<file path="src/rtl/etapa_if.sv">
// etapa_if: instruction-fetch stage feeding decode through the IF/ID register.
// Latency: a fetched word shows on instruccion the cycle after imem_ready=1.
// Backpressure: stall holds IF/ID; a word caught during stall waits in a one-entry buffer.
// Optional: define ETAPA_IF_CONT_EN to add saturating cnt_instr / cnt_stall outputs.

module etapa_if #(
  parameter int              PC_W     = 10,
  parameter int              INSTR_W  = 14,
  parameter logic [PC_W-1:0] RESET_PC = '0
) (
  input  logic               clk,
  input  logic               reset,
  input  logic               stall,
  input  logic               salto,
  input  logic [PC_W-1:0]    dir_salto,
  output logic               imem_rd,
  output logic [PC_W-1:0]    imem_addr,
  input  logic [INSTR_W-1:0] imem_data,
  input  logic               imem_ready,
  output logic [INSTR_W-1:0] instruccion,
  output logic [PC_W-1:0]    pc_out,
  output logic               valido
`ifdef ETAPA_IF_CONT_EN
  ,
  output logic [15:0]        cnt_instr,
  output logic [15:0]        cnt_stall
`endif
);

  // FETCH: a request is outstanding on the memory port.
  // WAIT : a word arrived while decode was stalled and sits in the buffer.
  typedef enum logic [0:0] {
    FETCH = 1'b0,
    WAIT  = 1'b1
  } state_t;

  state_t             state;
  state_t             state_nxt;

  logic [PC_W-1:0]    pc;
  logic [PC_W-1:0]    pc_nxt;

  // One-entry buffer; it is occupied exactly when state == WAIT.
  logic [INSTR_W-1:0] buf_dat;
  logic [INSTR_W-1:0] buf_dat_nxt;
  logic [PC_W-1:0]    buf_pc;
  logic [PC_W-1:0]    buf_pc_nxt;

  // IF/ID register next values.
  logic [INSTR_W-1:0] instr_nxt;
  logic [PC_W-1:0]    pc_out_nxt;
  logic               valido_nxt;

  // High in cycles where the IF/ID register is loaded with a real instruction.
  logic               load_ifid;

  logic [PC_W-1:0]    pc_inc;

  // Sequential PC increment; wraps naturally at 2^PC_W.
  assign pc_inc = pc + PC_W'(1);

  // The memory address always follows the PC; stable while a request is pending.
  assign imem_addr = pc;

  // Request memory only in FETCH, and never during the reset cycle.
  assign imem_rd = (state == FETCH) && !reset;

  // State and datapath registers; reset returns to an empty pipeline at RESET_PC.
  always_ff @(posedge clk) begin
    if (reset) begin
      state       <= FETCH;
      pc          <= RESET_PC;
      buf_dat     <= '0;
      buf_pc      <= '0;
      instruccion <= '0;
      pc_out      <= '0;
      valido      <= 1'b0;
    end else begin
      state       <= state_nxt;
      pc          <= pc_nxt;
      buf_dat     <= buf_dat_nxt;
      buf_pc      <= buf_pc_nxt;
      instruccion <= instr_nxt;
      pc_out      <= pc_out_nxt;
      valido      <= valido_nxt;
    end
  end

  // Next-state and datapath decisions; redirect beats stall, stall beats fetch.
  always_comb begin
    state_nxt   = state;
    pc_nxt      = pc;
    buf_dat_nxt = buf_dat;
    buf_pc_nxt  = buf_pc;
    instr_nxt   = instruccion;
    pc_out_nxt  = pc_out;
    valido_nxt  = valido;
    load_ifid   = 1'b0;

    if (salto) begin
      // Redirect: drop any returning word and any buffered word, refetch at target.
      pc_nxt     = dir_salto;
      valido_nxt = 1'b0;
      state_nxt  = FETCH;
    end else begin
      unique case (state)
        FETCH: begin
          if (imem_ready) begin
            pc_nxt = pc_inc;
            if (stall) begin
              // Decode cannot take it now; park the word with its address.
              buf_dat_nxt = imem_data;
              buf_pc_nxt  = pc;
              state_nxt   = WAIT;
            end else begin
              instr_nxt  = imem_data;
              pc_out_nxt = pc;
              valido_nxt = 1'b1;
              load_ifid  = 1'b1;
            end
          end else if (!stall) begin
            // Memory still busy: hand decode a bubble, keep the stale payload.
            valido_nxt = 1'b0;
          end
        end
        WAIT: begin
          if (!stall) begin
            instr_nxt  = buf_dat;
            pc_out_nxt = buf_pc;
            valido_nxt = 1'b1;
            load_ifid  = 1'b1;
            state_nxt  = FETCH;
          end
        end
        default: begin
          state_nxt = FETCH;
        end
      endcase
    end
  end

`ifdef ETAPA_IF_CONT_EN
  logic [15:0] cnt_instr_q;
  logic [15:0] cnt_stall_q;

  assign cnt_instr = cnt_instr_q;
  assign cnt_stall = cnt_stall_q;

  // Saturating count of instructions handed to decode.
  always_ff @(posedge clk) begin
    if (reset) begin
      cnt_instr_q <= '0;
    end else if (load_ifid && (cnt_instr_q != 16'hFFFF)) begin
      cnt_instr_q <= cnt_instr_q + 16'd1;
    end
  end

  // Saturating count of cycles with stall asserted.
  always_ff @(posedge clk) begin
    if (reset) begin
      cnt_stall_q <= '0;
    end else if (stall && (cnt_stall_q != 16'hFFFF)) begin
      cnt_stall_q <= cnt_stall_q + 16'd1;
    end
  end
`endif

endmodule

</file>
<file path="config.mk">
export PLATFORM = sky130hd
export DESIGN_NAME = etapa_if
export DESIGN_NICKNAME = d
export VERILOG_FILES = /design/src/rtl/etapa_if.sv
export SDC_FILE = /design/constraint.sdc
export NUM_CORES = 1
export LEC_CHECK = 0
export CAP_MARGIN = 10
export CORE_ASPECT_RATIO = 1.1
export CORE_MARGIN = 2
export CORE_UTILIZATION = 45
export DETAILED_ROUTE_END_ITERATION = 7
export PLACE_DENSITY = 0.8
export REMOVE_ABC_BUFFERS = 1
export SLEW_MARGIN = 25
export SYNTH_ARGS = -nofsm -noshare
export SYNTH_HDL_FRONTEND = slang
export SYNTH_SLANG_ARGS = --single-unit
</file>
<file path="constraint.sdc">
create_clock -name clk -period 1.4 [get_ports clk]
set_input_delay 0.14 -clock clk [delete_from_list [all_inputs] [get_ports clk]]
set_output_delay 0.14 -clock clk [all_outputs]
set_load 0.01 [all_outputs]
</file>
Word-level counts from Yosys, hierarchy flattened

Index checks and enable logic that the tools add are counted.

Bitwise logic cells: 2
Add/subtract/negate cells: 1
Equal/unequal tests: 5
Muxes and demuxes: 18
Reductions and logical operators: 7

Operators with widths:

| cell                                                            | count |
|---|---|
| 10-bit two-way mux                                              | 6 |
| 14-bit two-way mux                                              | 3 |
| 14-bit case mux with 2 select lines                             | 1 |
| 10-bit case mux with 2 select lines                             | 1 |
| 10-bit by 1-bit adder with 10-bit output, second input constant | 1 |
| 2-bit != test, second input constant                            | 4 |
| 4-bit AND reduction                                             | 2 |
| 1-bit two-way mux                                               | 5 |
| 1-bit case mux with 2 select lines                              | 2 |
| 3-bit != test, second input constant                            | 1 |
| 1-bit inverter                                                  | 2 |
| 2-bit AND reduction                                             | 1 |
| 2-bit nonzero test                                              | 1 |
| 2-bit OR reduction                                              | 1 |
| 1-bit logical AND                                               | 1 |
| 1-bit logical NOT                                               | 1 |

Bits of input ports: 29
Flip-flop bits (word level): 60
Word-level logic and storage cells: 40
Output and inout bits: 36

Logic depth before layout (Yosys ltp)

Depth after elaboration: 4
Depth in mapped cells: 6
Gate-level depth less buffers: 4

Worst setup path before layout

Ideal clock, no wire load.

Kind: register to register
From: register pc[0] (netlist: imem_addr[0])
To: register pc[4] (netlist: imem_addr[4])
Data required time: 1.309 ns
Cell stages (with the launch flop): 5
Clock period less this slack: 1.460 ns
Setup time: 0.091 ns
Slack: -0.060 ns
Path buffers: 0
Arrival: 1.369 ns
Cell sequence: dfxtp_1 ha_1 nand3b_1 or3_1 a311oi_1

Cells in the longest elaborated chain, start to end: 4

Ends and longest elaborated chain:

| item                                     | line | text |
|---|---|---|
| start, declared                          | 40   | `logic [PC_W-1:0] pc;` |
| start signal, assigned                   | 80   | `pc <= pc_nxt;` |
| 10-bit by 1-bit adder with 10-bit output | 60   | `assign pc_inc = pc + PC_W'(1);` |
| 10-bit two-way mux                       | 108  | `if (imem_ready) begin` |
| 10-bit two-way mux                       | 106  | `unique case (state)` |
| 10-bit two-way mux                       | 100  | `if (salto) begin` |

Every way passes these cells. The select of a mux whose other input is x is not followed.
A chain may end at the register's enable or synchronous reset.

Worst setup path after layout

From: register pc[1] (netlist: imem_addr[1])
To: register pc[5] (netlist: imem_addr[5])

Same word-level chain as after synthesis.

==> impl_metrics.toml <==
[run_status]
status = "finished, violations left"
violations = "setup timing"

[power_and_ir_drop]
total_power_mw = 4.31
pwr-share-clk_pct = 41.7
p_seq_share_pct = 42.8
leakage_nw = 1.58
p_sw_share_pct = 23.9
intPower_mw = 3.28
pwr-share-comb_pct = 15.5
powerDensity_nw_per_um2 = 1110
p_sw_mw = 1.03
vdd_drop_max_mv = 0.533

[synthesis]
ys.flop_type = "dfxtp_1"
ys_types = 42
synth_cells = 295
synthArstFlopShare_pct = 0
postSynthAreaPerCell_um2 = 9.28
seq_area_frac_synth_pct = 43.9
syn-cell-area_um2 = 2740
yosys_register_bits = 60
synth-edff-count = 0
yosys_warnings = 0

[grt]
grt_usage_pct = 20.4
grt_pass1_wl_mm = 10.9
grtUsageMet3_pct = 5.68
grt_remaining_overflow = 0
grt_max_degree = 47
met1_usage_pct = 24.4
grt.met2_usage_pct = 34.8
grt_pass1_vias = 2390
grt.busiest_layer = "met2"
antenna_found_initial = 0

[sta]
period_minus_slack_ps = 1410
worst_slack_ps = -5.38
maxSlewHeadroom_pct = 62.8
tightest_slew_ps = 558
hold_viol = 0
fin_skew_ps = 6.66
setup_viol = 1
period_share_pct = 100
rsz0062_at_grt = "true"
fmax_mhz = 712
drv_slew = 0

[layout]
antenna_cells = 0
final_nets = 407
syn_to_final_growth_pct = 41.9
drive_above_1_share_pct = 20.9
final_cell_area_um2 = 3880

[cts]
cts_tree = "built"
cts.sinks = 60
cts-buffers-inserted = 9
clkLatencyLatePin_ps = 340
clockRootBuffer = "clkbuf_8"
clock_tree.buffer_depth = 2
htreeDepth = 3
clkSlewWorstSetupHoldPaths_ps = 60

[floorplanning]
die_area_um2 = 6720
coreArea_um2 = 5810
die_h_um = 85.8
io_pins = 65
start_util_pct = 47.1
die_w_um = 78.4
row_count = 29

[flow_run]
cap_violations = 0

[setup_path]
crit_buf_inv = 1
critPathSlowestCell = "or3_4"
path_class = "reg2reg"
cp-end-kind = "flop"
worstPathCellList = "buf_4, nand4b_4, or3_4, a311oi_2"
required_ps = 1650
cp_top_family = "simple AND/OR/NAND/NOR gates"
crit_fanout = 7
crit_path_start_kind = "flop"
slowest_delay_ps = 400
critPathArrivalTime_ps = 1650

[drt]
wl_mm = 6.54
vias = 2457
drt_first_pass_iters = 4
ant_nets = 0
viasPerCell = 5.35
drt_iter0_markers = 101
drc = 0
drt-wirelength-per-cell_um = 14.2

[placed_design]
hpwlAfterDp_mm = 4.41
io_buffer_count = 64
gp_congestion = 0.812
place_area_um2 = 3590

[hold_path]
min_path_type = "in2reg"
## worst paths after layout
check	from	endpoint	slack [ps]	cells past startpoint
setup / recovery	imem_addr[1]	imem_addr[5]	-5	4
hold / removal	reset	imem_addr[1]	170	3
setup reg to reg	imem_addr[1]	imem_addr[5]	-5	4
hold reg to reg	buf_pc[4]	buf_pc[4]	450	2
## power groups by stage
stage | Sequential, mW | Combinational, mW | Clock, mW
floorplan | 1.92 | 0.239 | 0
global placement | 1.88 | 0.672 | 0
detailed placement | 1.88 | 0.686 | 0
CTS | 1.84 | 0.672 | 1.83
global route | 1.86 | 0.726 | 1.92
finish | 1.84 | 0.670 | 1.80
## state kept, by name, summed over array words and instances (netlist names)
name	cells
buf_dat	14
instruccion	14
buf_pc	10
imem_addr	10
pc_out	10
state	1
valido	1
## worst register-to-register path, stage by stage, from the launching register on
cell	delay, ps
dfxtp_2	350
buf_4	140
nand4b_4	150
or3_4	400
a311oi_2	280
## layer usage
layer / up-vias / part of all wire, %
li1: 1221 / -
met1: 1160 / 45
met2: 64 / 49
met3: 12 / 4.6
met4: 0 / 1.8
met5: - / 0
## per-stage QoR
| step | cells | utilization [%] | TNS (ps) | setup WS, ps | hold slack [ps] |
|---|---|---|---|---|---|
| after floorplan | 269 | - | -55510 | -1460 | 205 |
| after global placement | 440 | 61.9 | -6740 | -171 | 441 |
| after detailed placement | 440 | 61.9 | -8250 | -197 | 448 |
| after CTS | 456 | 65.8 | 0 | 3.96 | 166 |
| final | 459 | 66.9 | -5.38 | -5.38 | 171 |
| after global routing | 459 | 66.9 | -232 | -95.3 | 173 |
## synth_stat cells (2+ instances only)
cell type   n  area (um^2)
clkbuf_1   14         52.6
dfxtp_1    60         1200
buf_2       7         35.0
buf_6       5         56.3
o21ai_0     4         20.0
nand3_1     3         15.0
mux2i_1    26          260
a211oi_1    7         52.6
xnor2_1     2         17.5
nor2_1      8         30.0
o31a_1      3         26.3
a21oi_1    49          245
inv_1       5         18.8
nand2_1    50          188
a311oi_1    3         26.3
or3_1       3         18.8
nand3b_1    2         15.0
a211oi_2   20          250
## layout make-up
type	instances	area, um^2
Clock buffer	12	165
Multi-Input combinational cell	204	1390
Inverter	5	18.8
Tap cell	77	96.3
Timing Repair Buffer	97	935
Fill cell	499	1920
Clock inverter	4	70.1
Sequential cell	60	1210
## layout by cell type, fill, tap and decap left out, types with 11 or more instances in the layout
master           instances
a211oi_2                20
a21oi_1                 49
buf_4                   30
clkbuf_8                12
clkdlybuf4s50_1         41
dfxtp_1                 54
dlygate4sd2_1           11
dlymetal6s2s_1          11
mux2i_1                 26
nand2_1                 50
## repair_timing
item                                    CTS  global route
resized for setup                        15            15
hold buffers                              0             0
endpoints found under the setup margin   12            17
pin swaps                                 1             2
setup buffers                             0             3
## cell families after synthesis
| group | after synthesis | synth area share, % |
|---|---|---|
| compound gates | 93 | 24.7 |
| simple gates | 82 | 14.8 |
| flops | 60 | 43.9 |
| buf+inv | 31 | 5.94 |
| mux | 26 | 9.51 |
| xor+xnor | 2 | 0.640 |
| fa+ha+maj | 1 | 0.457 |
Note: power is estimated with default switching activity, not from simulation.
